## src/rtl/delay_pkg.sv

```systemverilog
// rtl/delay_pkg.sv - shared defaults and due-time helpers for the intra-delay queue
package delay_pkg;

  localparam int DELAY_W_DEF = 8;
  localparam int DATA_W_DEF  = 8;

  // Callers zero-extend and size-cast back to their own DELAY_W, so the add wraps there.
  function automatic logic [31:0] due_calc(input logic [31:0] now, input logic [31:0] d);
    return now + d;
  endfunction

  function automatic logic is_due(input logic [31:0] now, input logic [31:0] due);
    return now == due;
  endfunction

endpackage

```

## src/rtl/idq_ptr_ctl.sv

```systemverilog
// rtl/idq_ptr_ctl.sv - read/write pointers, occupancy and push/pop qualification
module idq_ptr_ctl #(
  parameter int DEPTH = 8
) (
  input  logic                       clk,
  input  logic                       rst_n,
  input  logic                       in_valid,
  input  logic                       out_valid,
  input  logic                       out_ready,
  output logic                       push,
  output logic                       pop,
  output logic [$clog2(DEPTH)-1:0]   wr_ptr,
  output logic [$clog2(DEPTH)-1:0]   rd_ptr,
  output logic [$clog2(DEPTH):0]     count,
  output logic                       full,
  output logic                       empty
);

  localparam int CW = $clog2(DEPTH) + 1;

  // Full comes from registered count only, so a pop never frees space in its own cycle.
  assign full  = (count == CW'(DEPTH));
  assign empty = (count == '0);
  assign push  = in_valid && !full;
  assign pop   = out_valid && out_ready;

  always_ff @(posedge clk or negedge rst_n) begin
    if (!rst_n) begin
      wr_ptr <= '0;
      rd_ptr <= '0;
      count  <= '0;
    end else begin
      if (push) wr_ptr <= wr_ptr + 1'b1;
      if (pop)  rd_ptr <= rd_ptr + 1'b1;
      case ({push, pop})
        2'b10:   count <= count + 1'b1;
        2'b01:   count <= count - 1'b1;
        default: ;
      endcase
    end
  end

endmodule

```

## src/rtl/intra_delay_queue.sv

```systemverilog
// rtl/intra_delay_queue.sv - in-order queue releasing each sample after its own cycle delay
module intra_delay_queue
  import delay_pkg::*;
#(
  parameter int DATA_W  = DATA_W_DEF,
  parameter int DELAY_W = DELAY_W_DEF,
  parameter int DEPTH   = 8
) (
  input  logic                     clk,
  input  logic                     rst_n,
  input  logic                     in_valid,
  output logic                     in_ready,
  input  logic [DATA_W-1:0]        in_data,
  input  logic [DELAY_W-1:0]       in_delay,
  output logic                     out_valid,
  input  logic                     out_ready,
  output logic [DATA_W-1:0]        out_data,
  output logic [$clog2(DEPTH):0]   count
);

  localparam int AW = $clog2(DEPTH);

  logic [DATA_W-1:0]  data_q [DEPTH];
  logic [DELAY_W-1:0] due_q  [DEPTH];
  logic [DEPTH-1:0]   vld;
  logic [DEPTH-1:0]   ripe;
  logic [DELAY_W-1:0] now;
  logic [AW-1:0]      wr_ptr;
  logic [AW-1:0]      rd_ptr;
  logic               push;
  logic               pop;
  logic               full;
  logic               empty;

  idq_ptr_ctl #(.DEPTH(DEPTH)) u_ptr (
    .clk       (clk),
    .rst_n     (rst_n),
    .in_valid  (in_valid),
    .out_valid (out_valid),
    .out_ready (out_ready),
    .push      (push),
    .pop       (pop),
    .wr_ptr    (wr_ptr),
    .rd_ptr    (rd_ptr),
    .count     (count),
    .full      (full),
    .empty     (empty)
  );

  assign in_ready  = !full;
  assign out_valid = !empty && ripe[rd_ptr];
  assign out_data  = out_valid ? data_q[rd_ptr] : '0;

  always_ff @(posedge clk) begin
    if (push) begin
      data_q[wr_ptr] <= in_data;
      due_q[wr_ptr]  <= DELAY_W'(due_calc(32'(now), 32'(in_delay)));
    end
  end

  // Ripe is sticky so an entry stuck behind the head survives any number of counter wraps.
  always_ff @(posedge clk or negedge rst_n) begin
    if (!rst_n) begin
      now  <= '0;
      vld  <= '0;
      ripe <= '0;
    end else begin
      now <= now + 1'b1;
      for (int i = 0; i < DEPTH; i++) begin
        if (vld[i] && is_due(32'(now), 32'(due_q[i]))) ripe[i] <= 1'b1;
      end
      if (pop) begin
        vld[rd_ptr]  <= 1'b0;
        ripe[rd_ptr] <= 1'b0;
      end
      if (push) begin
        vld[wr_ptr]  <= 1'b1;
        ripe[wr_ptr] <= (in_delay == '0);
      end
    end
  end

endmodule

```

## config.mk

```make
export PLATFORM = sky130hd
export DESIGN_NAME = intra_delay_queue
export DESIGN_NICKNAME = d
export VERILOG_FILES = /design/src/rtl/delay_pkg.sv /design/src/rtl/idq_ptr_ctl.sv /design/src/rtl/intra_delay_queue.sv
export SDC_FILE = /design/constraint.sdc
export NUM_CORES = 1
export LEC_CHECK = 0
export CAP_MARGIN = 20
export CELL_PAD_IN_SITES_DETAIL_PLACEMENT = 0
export CELL_PAD_IN_SITES_GLOBAL_PLACEMENT = 1
export CORE_AREA = 2 2 138 140
export DETAILED_ROUTE_END_ITERATION = 6
export DIE_AREA = 0 0 140 142
export PLACE_DENSITY = 0.64
export SYNTH_ARGS = -nofsm -noshare
export SYNTH_HDL_FRONTEND = slang
export SYNTH_SLANG_ARGS = --single-unit
```

## constraint.sdc

```tcl
create_clock -name clk -period 3.55 [get_ports clk]
set_input_delay 0.71 -clock clk [delete_from_list [all_inputs] [get_ports clk]]
set_output_delay 0.71 -clock clk [all_outputs]
set_load 0.03 [all_outputs]
```

; Word level (Yosys, flattened, before mapping)
; Memory sizes are Yosys's and may differ from the RTL's.
; Cells that the tools add are included.
[totals]
output_inout_bits = 14
n_memories = 2
word_cells = 74
ff_bits = 34
in_bits = 20
ram_bits = 128
[mem_list]
columns = name, depth, word_bits, read_ports, rd_clocked_by_memory_dff, write_ports, line
row1 = data_q, 8, 8, 1, 0, 1, intra_delay_queue.sv:23  ; logic [DATA_W-1:0] data_q [DEPTH];
row2 = due_q, 8, 8, 8, 0, 1, intra_delay_queue.sv:24  ; logic [DELAY_W-1:0] due_q [DEPTH];
[classes]
order_cmp = 4
bitwise = 4
reduce_logical = 18
eq_ne = 11
addsub = 6
muxes = 23
[op_table]
columns = cell, count
row1 = 8-bit == test, 8
row2 = 8-bit two-way mux, 5
row3 = 8-bit AND, 2
row4 = 1-bit logical AND, 13
row5 = 1-bit two-way mux, 13
row6 = "8-bit by 1-bit adder with 8-bit output, second input constant", 1
row7 = 8-bit adder, 1
row8 = 8-bit bitwise mux, 1
row9 = 8-bit logical NOT, 1
row10 = "3-bit by 4-bit < comparator with 1-bit output, second input constant", 2
row11 = 8-bit NOT, 1
row12 = 8-bit OR, 1
row13 = 4-bit case mux with 2 select lines, 1
row14 = "3-bit by 1-bit adder with 3-bit output, second input constant", 2
row15 = 1-bit demux with 3-bit select, 2
row16 = "3-bit by 1-bit >= comparator with 1-bit output, second input constant", 2
row17 = "4-bit by 1-bit adder with 4-bit output, second input constant", 1
row18 = "4-bit == test, second input constant", 1
row19 = 4-bit logical NOT, 1
row20 = "4-bit by 1-bit subtractor with 4-bit output, second input constant", 1
row21 = 1-bit binary-select mux with 3-bit select, 1
row22 = "2-bit by 1-bit == test with 1-bit output, second input constant", 1
row23 = "2-bit == test, second input constant", 1
row24 = 1-bit logical NOT, 2
row25 = 2-bit nonzero test, 1

; Depth between registers and ports, before layout
; Gate-level depths: netlist (run 1).
[logic_depth]
depth_word = 9
depth_mapped = 13
ltp_nobuf = 11

; Cells and area by module
; Synthesis (run 1) repeated with hierarchy kept, for this count alone.
[unflattened]
cells_unflattened = 462
area_unflattened_um2 = 7143.1
[by_module_without_submodules]
columns = module, area_each_um2, cells_per_inst, n_inst, seq_area_each_um2
row1 = intra_delay_queue, 6522.5, 409, 1, 4444.3
row2 = idq_ptr_ctl, 620.6, 53, 1, 250.2

; Least setup slack after synthesis (run 1)
; No wires, ideal clock.
[synth_path]
path_type = register to register
from = reg u_ptr.count[0]
to = mem data_q[1][0] in the netlist's numbering, enable pin
period_less_slack_ns = 2.920
path_buffers = 1
required_time_ns = 3.135
path_stages_with_launch = 6
arrival_ns = 2.505
setup_slack_ns = 0.630
setup_ns = 0.415
cell_sequence = dfrtp_1 > or4b_4 > and2_4 > buf_6 > clkinv_8 > nor3_1
[synth_via]
elab_chain_cells = 5
[synth_lines]
columns = item, line
row1 = from (decl), idq_ptr_ctl.sv:14  ; output logic [$clog2(DEPTH):0] count,
row2 = from (signal assigned), idq_ptr_ctl.sv:36  ; 2'b10: count <= count + 1'b1;
row3 = from (signal assigned), idq_ptr_ctl.sv:37  ; 2'b01: count <= count - 1'b1;
row4 = 4-bit == test, idq_ptr_ctl.sv:22  ; assign full = (count == CW'(DEPTH));
row5 = 1-bit logical NOT, n/a
row6 = named net in_ready, intra_delay_queue.sv:12  ; output logic in_ready,
row7 = 1-bit logical AND, idq_ptr_ctl.sv:24  ; assign push = in_valid && !full;
row8 = 1-bit two-way mux, intra_delay_queue.sv:55  ; if (push) begin
row9 = 1-bit two-way mux (implied by the code), intra_delay_queue.sv:56  ; data_q[wr_ptr] <= in_data;
row10 = to (decl), intra_delay_queue.sv:23
; The timed path passes the listed nets, and every way through them passes these cells.

; Worst setup path in the final report (run 1)
[layout_path]
from = reg u_ptr.rd_ptr[1]
to = out out_data[4]
[layout_via]
elab_chain_cells = 4
elab_cells_between_ends = 5
classes_between = mux: 3 / reduce/logical: 1 / memory: 1
[layout_lines]
columns = item, line
row1 = from (decl), idq_ptr_ctl.sv:13  ; output logic [$clog2(DEPTH)-1:0] rd_ptr,
row2 = from (signal assigned), idq_ptr_ctl.sv:34  ; if (pop) rd_ptr <= rd_ptr + 1'b1;
row3 = 1-bit binary-select mux with 3-bit select, intra_delay_queue.sv:51  ; assign out_valid = !empty && ripe[rd_ptr];
row4 = 1-bit two-way mux (implied by the code), intra_delay_queue.sv:51
row5 = 1-bit logical AND, intra_delay_queue.sv:51
row6 = 8-bit two-way mux *, intra_delay_queue.sv:52  ; assign out_data = out_valid ? data_q[rd_ptr] : '0;
row7 = to (decl), intra_delay_queue.sv:17  ; output logic [DATA_W-1:0] out_data,
; Mark *: on every way between the ends. The rest lies on a longest branch, timed or not. The select of a mux whose other input is x is not followed.

==> impl_results.html, run 1 <==
<table>
<tr><th>Metric</th><th>Value</th></tr>
<tr><th colspan="2">Power</th></tr>
<tr><td>Total leakage power</td><td>3.127 nW</td></tr>
<tr><td>Switching power of the nets</td><td>~0.0022 W</td></tr>
<tr><td>Sequential Power Share</td><td>0.427</td></tr>
<tr><td>Proportion of total power due to net switching</td><td>0.3430</td></tr>
<tr><td>Internal power consumption</td><td>0.004191 W</td></tr>
<tr><td>Gate power share</td><td>0.303</td></tr>
<tr><td>Clk pwr share</td><td>0.270</td></tr>
<tr><td>Power density cells</td><td>around 760 mW/mm²</td></tr>
<tr><td>Maximum resistive drop on vdd</td><td>623.4 µV</td></tr>
<tr><th colspan="2">CTS</th></tr>
<tr><td>CTS hold repair buffers</td><td>0</td></tr>
<tr><td>CTS H-tree lvls</td><td>4</td></tr>
<tr><td>Post CTS Setup Buffer Count</td><td>0</td></tr>
<tr><td>Bufs on Longest Clock Path</td><td>2</td></tr>
<tr><td>Clk root buf</td><td>sky130_fd_sc_hd__clkbuf_16</td></tr>
<tr><td>Total clock sinks</td><td>162</td></tr>
<tr><td>Clock tree from TritonCTS</td><td>built</td></tr>
<tr><td>Insertion delay of the later-clocked pin in the worst-skew pair</td><td>between 0.4 and 0.5 ns</td></tr>
<tr><td>Resize count post-CTS</td><td>0</td></tr>
<tr><td>Clock-pin slew on the worst setup and hold paths</td><td>0.06 ns</td></tr>
<tr><td>Number of buffers created by CTS</td><td>17</td></tr>
<tr><th colspan="2">Yosys</th></tr>
<tr><td>Share of flip-flops with an asynchronous set or reset after synthesis</td><td>0.2099</td></tr>
<tr><td>Mapped Area</td><td>0.007223 mm²</td></tr>
<tr><td>Top cells by area in the synthesized netlist</td><td>sky130_fd_sc_hd__edfxtp_1, sky130_fd_sc_hd__dfrtp_1, sky130_fd_sc_hd__xor2_1</td></tr>
<tr><td>Syn. warnings</td><td>0</td></tr>
<tr><td>Flip-flop and latch count after synthesis</td><td>162</td></tr>
<tr><td>Number of distinct library cells after synthesis</td><td>52</td></tr>
<tr><td>Top-area cell type share of the netlist area</td><td>0.5321</td></tr>
<tr><td>EDFF count, synth</td><td>128</td></tr>
<tr><td>Instance count of the mapped netlist</td><td>509</td></tr>
<tr><td>Post-Synthesis Net Count</td><td>543</td></tr>
<tr><td>Portion of the post-synthesis area used by sequential elements</td><td>0.6499</td></tr>
<tr><td>Dominant cell type by area after synthesis</td><td>sky130_fd_sc_hd__edfxtp_1</td></tr>
<tr><td>Ys flop type</td><td>sky130_fd_sc_hd__edfxtp_1</td></tr>
<tr><td>Avg Synthesized Cell Area</td><td>14.19 µm²</td></tr>
<tr><td>Cell with the most instances after synthesis</td><td>sky130_fd_sc_hd__edfxtp_1</td></tr>
<tr><td>Commonest cells in the netlist</td><td>sky130_fd_sc_hd__edfxtp_1, sky130_fd_sc_hd__xor2_1, sky130_fd_sc_hd__xnor2_1, sky130_fd_sc_hd__dfrtp_1, sky130_fd_sc_hd__nand2_1</td></tr>
<tr><th colspan="2">Critical path</th></tr>
<tr><td>Setup Crit Path Kind</td><td>flop to output pin</td></tr>
<tr><td>Kind of launch point of the worst setup path</td><td>flop</td></tr>
<tr><td>Data required time at the worst endpoint</td><td>~2.8 ns</td></tr>
<tr><td>Kind of end point of the critical path</td><td>output pin</td></tr>
<tr><td>Max Fanout on Critical Path</td><td>21</td></tr>
<tr><td>Arrival time worst endpoint</td><td>2.50 ns</td></tr>
<tr><th colspan="2">STA</th></tr>
<tr><td>Unrepaired setup endpoints after global routing</td><td>false</td></tr>
<tr><td>Clock skew after layout</td><td>roughly 0.0067 ns</td></tr>
<tr><td>Worst relative slew slack</td><td>0.4389</td></tr>
<tr><td>Setup_tns</td><td>0 ns</td></tr>
<tr><td>Max Fclk</td><td>311.7 MHz</td></tr>
<tr><td>Worst Max-Slew Pin Slew</td><td>around 0.84 ns</td></tr>
<tr><td>Final count of hold timing violations</td><td>0</td></tr>
<tr><td>Number of setup violations in the final report</td><td>0</td></tr>
<tr><td>Final worst path period share</td><td>0.9038</td></tr>
<tr><td>Final period demand of the worst path</td><td>about 3.2 ns</td></tr>
<tr><td>Number of max-slew violations in the final report</td><td>0</td></tr>
<tr><td>Final worst hold slack</td><td>0.3926 ns</td></tr>
<tr><th colspan="2">Die</th></tr>
<tr><td>Boundary pin count</td><td>34</td></tr>
<tr><td>Number of core rows</td><td>50</td></tr>
<tr><td>Area of the die</td><td>roughly 0.020 mm²</td></tr>
<tr><td>Width of the chip</td><td>140 µm</td></tr>
<tr><td>Initial cell density of the core</td><td>0.3914</td></tr>
<tr><td>Floorplan die height</td><td>142 µm</td></tr>
<tr><td>CORE AREA</td><td>between 0.015 and 0.02 mm²</td></tr>
<tr><th colspan="2">Layout</th></tr>
<tr><td>Diode count</td><td>0</td></tr>
<tr><td>Area Growth Syn to Fin</td><td>16.39%</td></tr>
<tr><td>Sequential cell area</td><td>approximately 0.0047 mm²</td></tr>
<tr><td>Area of combinational cells with multiple inputs</td><td>0.002321 mm²</td></tr>
<tr><td>Share of final-layout standard cells stronger than drive strength 1</td><td>0.1459</td></tr>
<tr><td>Number of nets in the final layout</td><td>591</td></tr>
<tr><td>Filler Cell Count</td><td>1,685</td></tr>
<tr><th colspan="2">GRT</th></tr>
<tr><td>Vias in the first global route</td><td>4,334</td></tr>
<tr><td>First-pass GRT wire length</td><td>about 25,000 µm</td></tr>
<tr><td>Largest net degree at the start of global routing</td><td>35</td></tr>
<tr><td>All-Layer GR Usage</td><td>0.1704</td></tr>
<tr><td>Global-route congestion overflow total</td><td>0</td></tr>
<tr><td>Number of antenna violations at the first check in global routing</td><td>0</td></tr>
<tr><th colspan="2">Place</th></tr>
<tr><td>Placer Congestion</td><td>about 0.8</td></tr>
<tr><td>Half-perimeter wire length after placement</td><td>just over 10,000 µm</td></tr>
<tr><td>Number of port buffers</td><td>33</td></tr>
<tr><th colspan="2">Detailed routing</th></tr>
<tr><td>Total number of vias</td><td>4,113</td></tr>
<tr><td>Overall routed net length</td><td>15,950 µm</td></tr>
<tr><td>Average vias per placed instance</td><td>between 5 and 6</td></tr>
<tr><td>Drt drc</td><td>2</td></tr>
<tr><td>Wire length per cell</td><td>19.86 µm</td></tr>
<tr><td>Number of antenna-violating nets in the routed design</td><td>0</td></tr>
<tr><td>TritonRoute pass-1 iters</td><td>6</td></tr>
<tr><td>Starting DRT DRC Count</td><td>about 350</td></tr>
<tr><th colspan="2">Status</th></tr>
<tr><td>Result of the run</td><td>finished, violations left</td></tr>
<tr><td>Violated checks</td><td>DRC</td></tr>
<tr><th colspan="2">Hold path</th></tr>
<tr><td>Worst min-delay path category</td><td>input pin to async pin</td></tr>
<tr><th colspan="2">Job</th></tr>
<tr><td>Max cap viols</td><td>0</td></tr>
</table>
through the flow:
stage                     total power (W)  std cells  utilization  setup slack (ns)  cell area (µm²)
final                            0.006379        803       0.4555            0.3416             8407
after global routing             0.006733        803       0.4555            0.1010             8407
after CTS                        0.006465        803       0.4555            0.2957             8407
after detailed placement         0.004726        772       0.4255            0.4661             7853
after global placement           0.004675        772       0.4255            0.5353             7853
after floorplan                  0.004028        509            -            0.6296             7223
metal layers:
layer | vias to the layer above | global-route usage | part of all wire
met2 | 70 | 0.2870 | 0.49
met3 | 12 | 0.03668 | 0.043
met5 | - | 0 | 0
li1 | 1971 | - | -
met1 | 2060 | 0.2246 | 0.46
met4 | 0 | 0.04891 | 0.011
logic make-up (layout without fill, tap and decap cells):
family                   after synthesis  in the layout  synth area share
AO/OA/AOI/OAI                         72             72           0.06513
XOR/XNOR                              84             84            0.1019
adder cells (fa/ha/maj)               14             14           0.02529
buffers and inverters                 45            105           0.02945
flip-flops                           162            162            0.6499
multiplexers                          23             23           0.04504
AND/OR/NAND/NOR                      109            109           0.08332
layout make-up:
class | instances | share of cell area
clock buffers | 17 | 0.05060
clock inverters | 14 | 0.01533
inverters | 21 | 0.01086
multi-input cells | 302 | 0.2761
flip-flops and latches | 162 | 0.5584
well taps | 234 | 0.03483
repair buffers | 53 | 0.05388
path summary, 6_finish.rpt:
check | start | endpoint | slack (ns) | cells past startpoint
worst max-delay path | u_ptr.rd_ptr[1] | out_data[4] | 0.34 | 5
worst min-delay path | rst_n | u_ptr.wr_ptr[1] | 0.39 | 1
worst max register to register | u_ptr.rd_ptr[1] | u_ptr.count[2] | 0.78 | 11
worst min register to register | u_ptr.count[3] | u_ptr.count[3] | 0.51 | 1
max in group asynchronous | rst_n | vld[0] | 2.63 | 1
min in group clk | u_ptr.count[3] | u_ptr.count[3] | 0.51 | 1
registers in the layout (all words and copies together), names as in the netlist:
name and flops:
data_q 64, due_q 64, now 8, ripe 8, vld 8, u_ptr.count 4, u_ptr.rd_ptr 3, u_ptr.wr_ptr 3
worst max-delay path, stage by stage (launching register included):
cell	delay, ns
sky130_fd_sc_hd__dfrtp_1	0.76
sky130_fd_sc_hd__buf_4	0.42
sky130_fd_sc_hd__mux4_2	0.54
sky130_fd_sc_hd__nand2_1	0.09
sky130_fd_sc_hd__a21oi_1	0.08
sky130_fd_sc_hd__buf_4	0.17
layout by cell type, fill, tap and decap left out, drive strengths merged, types with 8 or more instances in the layout:
cell,Yosys,routed
a21oi,20,20
buf,20,30
clkbuf,4,17
clkdlybuf4s50,0,23
dfrtp,34,34
edfxtp,128,128
ha,13,13
inv,20,25
mux2i,10,10
nand2,29,29
nand3,10,10
nor2,18,18
nor3,13,13
o21ai,13,13
o22ai,8,8
o31ai,11,11
xnor2,35,35
xor2,49,49
power by group through the flow:
stage	registers, W	logic (W)	clock network [W]
after floorplan	0.00264	0.00138	0
after global placement	0.00274	0.00194	0
after detailed placement	0.00276	0.00197	0
after CTS	0.00272	0.00197	0.00177
after global routing	0.00277	0.00212	0.00184
final	0.00272	0.00194	0.00172
Power figures use the tool's default switching activity.
==> run 2, diff against run 1 <==
- CORE_AREA: 2 2 138 140 -> 2 2 137 139
- DIE_AREA: 0 0 140 142 -> 0 0 139 141
- SYNTH_HIERARCHICAL: default -> 1
==> impl_results.html, run 2 <==
<table>
<tr><th>Metric</th><th>Value</th></tr>
<tr><th colspan="2">CTS</th></tr>
<tr><td>Clock-pin slew on the worst setup and hold paths</td><td>0.07 ns</td></tr>
<tr><td>Post CTS Setup Buffer Count</td><td>0</td></tr>
<tr><td>Total clock sinks</td><td>162</td></tr>
<tr><td>Number of buffers created by CTS</td><td>17</td></tr>
<tr><td>CTS H-tree lvls</td><td>4</td></tr>
<tr><td>Bufs on Longest Clock Path</td><td>2</td></tr>
<tr><td>Clock tree from TritonCTS</td><td>built</td></tr>
<tr><td>Clk root buf</td><td>sky130_fd_sc_hd__clkbuf_16</td></tr>
<tr><td>Insertion delay of the later-clocked pin in the worst-skew pair</td><td>around 0.42 ns</td></tr>
<tr><th colspan="2">Yosys</th></tr>
<tr><td>Instance count of the mapped netlist</td><td>462</td></tr>
<tr><td>Post-Synthesis Net Count</td><td>497</td></tr>
<tr><td>Number of distinct library cells after synthesis</td><td>46</td></tr>
<tr><td>Portion of the post-synthesis area used by sequential elements</td><td>0.6572</td></tr>
<tr><td>Mapped Area</td><td>just over 0.007 mm²</td></tr>
<tr><td>Syn. warnings</td><td>6</td></tr>
<tr><td>Commonest cells in the netlist</td><td>sky130_fd_sc_hd__edfxtp_1, sky130_fd_sc_hd__xnor2_1, sky130_fd_sc_hd__dfrtp_1, sky130_fd_sc_hd__o21ai_0, sky130_fd_sc_hd__nand2_1</td></tr>
<tr><td>Share of flip-flops with an asynchronous set or reset after synthesis</td><td>0.2099</td></tr>
<tr><td>Flip-flop and latch count after synthesis</td><td>roughly 160</td></tr>
<tr><td>Top-area cell type share of the netlist area</td><td>0.5381</td></tr>
<tr><td>EDFF count, synth</td><td>128</td></tr>
<tr><td>Ys flop type</td><td>sky130_fd_sc_hd__edfxtp_1</td></tr>
<tr><td>Cell with the most instances after synthesis</td><td>sky130_fd_sc_hd__edfxtp_1</td></tr>
<tr><td>Dominant cell type by area after synthesis</td><td>sky130_fd_sc_hd__edfxtp_1</td></tr>
<tr><td>Top cells by area in the synthesized netlist</td><td>sky130_fd_sc_hd__edfxtp_1, sky130_fd_sc_hd__dfrtp_1, sky130_fd_sc_hd__xnor2_1</td></tr>
<tr><td>Avg Synthesized Cell Area</td><td>15.46 µm²</td></tr>
<tr><th colspan="2">STA</th></tr>
<tr><td>Clock skew after layout</td><td>~0.0092 ns</td></tr>
<tr><td>Max Fclk</td><td>299.5 MHz</td></tr>
<tr><td>Setup_tns</td><td>0 ns</td></tr>
<tr><td>Number of setup violations in the final report</td><td>0</td></tr>
<tr><td>Final count of hold timing violations</td><td>0</td></tr>
<tr><td>Worst Max-Slew Pin Slew</td><td>0.8523 ns</td></tr>
<tr><td>Number of max-slew violations in the final report</td><td>0</td></tr>
<tr><td>Final worst path period share</td><td>0.9406</td></tr>
<tr><td>Final period demand of the worst path</td><td>3.339 ns</td></tr>
<tr><td>Unrepaired setup endpoints after global routing</td><td>false</td></tr>
<tr><td>Post-layout worst setup margin</td><td>0.2110 ns</td></tr>
<tr><td>Worst relative slew slack</td><td>0.4318</td></tr>
<tr><th colspan="2">Power</th></tr>
<tr><td>Switching power of the nets</td><td>0.001625 W</td></tr>
<tr><td>Maximum resistive drop on vdd</td><td>~330 µV</td></tr>
<tr><td>Gate power share</td><td>0.227</td></tr>
<tr><td>Clk pwr share</td><td>0.313</td></tr>
<tr><td>Total leakage power</td><td>~2.8 nW</td></tr>
<tr><td>Sequential Power Share</td><td>0.459</td></tr>
<tr><td>Internal power consumption</td><td>0.004034 W</td></tr>
<tr><td>Proportion of total power due to net switching</td><td>0.2871</td></tr>
<tr><td>Power density cells</td><td>673.0 mW/mm²</td></tr>
<tr><th colspan="2">Layout</th></tr>
<tr><td>Leading cell types in the layout, fill and taps excluded</td><td>sky130_fd_sc_hd__edfxtp_1, sky130_fd_sc_hd__xnor2_1, sky130_fd_sc_hd__dfrtp_1, sky130_fd_sc_hd__clkdlybuf4s50_1, sky130_fd_sc_hd__o21ai_0</td></tr>
<tr><td>Filler Cell Count</td><td>1,591</td></tr>
<tr><td>Share of final-layout standard cells stronger than drive strength 1</td><td>0.1523</td></tr>
<tr><td>Area Growth Syn to Fin</td><td>17.71%</td></tr>
<tr><td>Most common library cell in the layout ignoring fill and taps</td><td>sky130_fd_sc_hd__edfxtp_1</td></tr>
<tr><td>Regs by FF count</td><td>data_q (64), due_q (64)</td></tr>
<tr><td>Number of nets in the final layout</td><td>roughly 550</td></tr>
<tr><td>Diode count</td><td>0</td></tr>
<tr><th colspan="2">Critical path</th></tr>
<tr><td>Kind of end point of the critical path</td><td>output pin</td></tr>
<tr><td>Worst path bufs/invs</td><td>2</td></tr>
<tr><td>Setup Crit Path Kind</td><td>flop to output pin</td></tr>
<tr><td>Max Fanout on Critical Path</td><td>17</td></tr>
<tr><td>Largest stage delay on the critical path</td><td>0.59 ns</td></tr>
<tr><td>Kind of launch point of the worst setup path</td><td>flop</td></tr>
<tr><td>Critical-path cell list</td><td>buf_6, mux4_2, mux2i_1, nor2_1, clkdlybuf4s50_1</td></tr>
<tr><td>CP delay by family, top</td><td>buffers and inverters</td></tr>
<tr><td>Arrival time worst endpoint</td><td>2.63 ns</td></tr>
<tr><td>Data required time at the worst endpoint</td><td>2.84 ns</td></tr>
<tr><td>Slowest library cell on the worst path</td><td>sky130_fd_sc_hd__clkdlybuf4s50_1</td></tr>
<tr><th colspan="2">GRT</th></tr>
<tr><td>All-Layer GR Usage</td><td>0.1608</td></tr>
<tr><td>First-pass GRT wire length</td><td>23,590 µm</td></tr>
<tr><td>Number of antenna violations at the first check in global routing</td><td>0</td></tr>
<tr><td>Global-route congestion overflow total</td><td>0</td></tr>
<tr><td>Largest net degree at the start of global routing</td><td>35</td></tr>
<tr><td>Vias in the first global route</td><td>4,036</td></tr>
<tr><th colspan="2">Place</th></tr>
<tr><td>Number of port buffers</td><td>33</td></tr>
<tr><td>Half-perimeter wire length after placement</td><td>9614 µm</td></tr>
<tr><td>Post-Place Worst Slack</td><td>~0.45 ns</td></tr>
<tr><td>Placer Congestion</td><td>0.7759</td></tr>
<tr><th colspan="2">Die</th></tr>
<tr><td>Boundary pin count</td><td>34</td></tr>
<tr><td>Number of core rows</td><td>50</td></tr>
<tr><td>Area of the die</td><td>0.01960 mm²</td></tr>
<tr><td>Initial cell density of the core</td><td>0.3910</td></tr>
<tr><td>CORE AREA</td><td>0.01827 mm²</td></tr>
<tr><td>Width of the chip</td><td>139 µm</td></tr>
<tr><td>Floorplan die height</td><td>approximately 140 µm</td></tr>
<tr><th colspan="2">Detailed routing</th></tr>
<tr><td>Number of antenna-violating nets in the routed design</td><td>0</td></tr>
<tr><td>Overall routed net length</td><td>14,780 µm</td></tr>
<tr><td>Starting DRT DRC Count</td><td>212</td></tr>
<tr><td>Wire length per cell</td><td>19.30 µm</td></tr>
<tr><td>TritonRoute pass-1 iters</td><td>4</td></tr>
<tr><td>Total number of vias</td><td>3,909</td></tr>
<tr><td>Average vias per placed instance</td><td>5.103</td></tr>
<tr><td>Drt drc</td><td>0</td></tr>
<tr><th colspan="2">Status</th></tr>
<tr><td>Result of the run</td><td>completed</td></tr>
<tr><th colspan="2">Job</th></tr>
<tr><td>Max cap viols</td><td>0</td></tr>
<tr><th colspan="2">Hold path</th></tr>
<tr><td>Worst min-delay path category</td><td>input pin to async pin</td></tr>
</table>
## run 2: cell types whose count changed after synthesis, moves of 11 or more
cell / previous run / this run
sky130_fd_sc_hd__xor2_1: 49 / 6
sky130_fd_sc_hd__xnor2_1: 35 / 76
sky130_fd_sc_hd__nand4_1: 2 / 18
sky130_fd_sc_hd__a21oi_1: 20 / 5
sky130_fd_sc_hd__o21ai_0: 10 / 21
sky130_fd_sc_hd__o31ai_1: 11 / 0
## run 2: per-stage QoR
stage / cell area [µm²] / total power [W] / utilization / hold WS (ns) / instances
2_1_floorplan: 7143 / 0.003506 / - / 0.4144 / 462
3_3_place_gp: 7818 / 0.003900 / 0.4279 / 0.4677 / 734
3_5_place_dp: 7818 / 0.003938 / 0.4279 / 0.4774 / 734
4_1_cts: 8404 / 0.005720 / 0.4601 / 0.4152 / 766
5_1_grt: 8408 / 0.005949 / 0.4603 / 0.4375 / 766
6_report: 8408 / 0.005659 / 0.4603 / 0.4016 / 766
## run 2: metal layers
| metal | GRT usage | up-vias | part of all wire |
|---|---|---|---|
| met3 | 0.03940 | 16 | 0.027 |
| met2 | 0.2683 | 61 | 0.49 |
| met5 | 0 | - | 0 |
| met1 | 0.2114 | 1988 | 0.47 |
| met4 | 0.04519 | 0 | 0.013 |
| li1 | - | 1844 | - |
## run 2: power groups by stage
stage / registers, W / clock network [W] / logic (W)
2_1_floorplan: 0.00263 / 0 / 0.000880
3_3_place_gp: 0.00263 / 0 / 0.00127
3_5_place_dp: 0.00264 / 0 / 0.00130
4_1_cts: 0.00260 / 0.00181 / 0.00131
5_1_grt: 0.00264 / 0.00190 / 0.00141
6_report: 0.00260 / 0.00177 / 0.00129
## run 2: final cells by class
cell class	count	area [µm²]	area share
clock buffer	23	521.8	0.06205
clock inverter	9	65.06	0.007738
inverter	14	52.55	0.006250
multi-input combinational	272	2310	0.2747
sequential	162	4695	0.5583
tap	234	292.8	0.03482
timing repair buffer	52	471.7	0.05610
## run 2: cells by family after synthesis
group | count (synthesis) | share of synthesized area
flip-flops | 162 | 0.6572
AND/OR/NAND/NOR | 89 | 0.07112
XOR/XNOR | 82 | 0.1005
AO/OA/AOI/OAI | 54 | 0.04799
multiplexers | 32 | 0.07392
buffers and inverters | 28 | 0.02084
adder cells (fa/ha/maj) | 15 | 0.02838
## run 2: path summary, 6_finish.rpt
kind | from | end | slack (ns) | depth (start not counted)
hold / removal | rst_n | now[6] | 0.40 | 1
max in group asynchronous | rst_n | u_ptr/rd_ptr[2] | 2.61 | 1
min in group clk | vld[0] | vld[0] | 0.49 | 2
setup / recovery | u_ptr/rd_ptr[0] | out_data[6] | 0.21 | 5
hold reg to reg | vld[0] | vld[0] | 0.49 | 2
setup reg to reg | u_ptr/count[0] | u_ptr/count[3] | 0.52 | 10
## run 2: worst reg2reg max path, stage by stage (launching register included)
cell	delay, ns
sky130_fd_sc_hd__dfrtp_1	0.48
sky130_fd_sc_hd__nor4_1	0.44
sky130_fd_sc_hd__o21bai_2	0.21
sky130_fd_sc_hd__inv_1	0.10
sky130_fd_sc_hd__nand2_1	0.13
sky130_fd_sc_hd__inv_1	0.10
sky130_fd_sc_hd__ha_1	0.29
sky130_fd_sc_hd__ha_1	0.39
sky130_fd_sc_hd__or4b_1	0.52
sky130_fd_sc_hd__o311ai_0	0.15
sky130_fd_sc_hd__o211ai_2	0.11
## run 2: timing repair
item,4_1_cts,5_1_grt
setup endpoints to repair,0,7
resized for setup,0,1
hold buffers,0,0
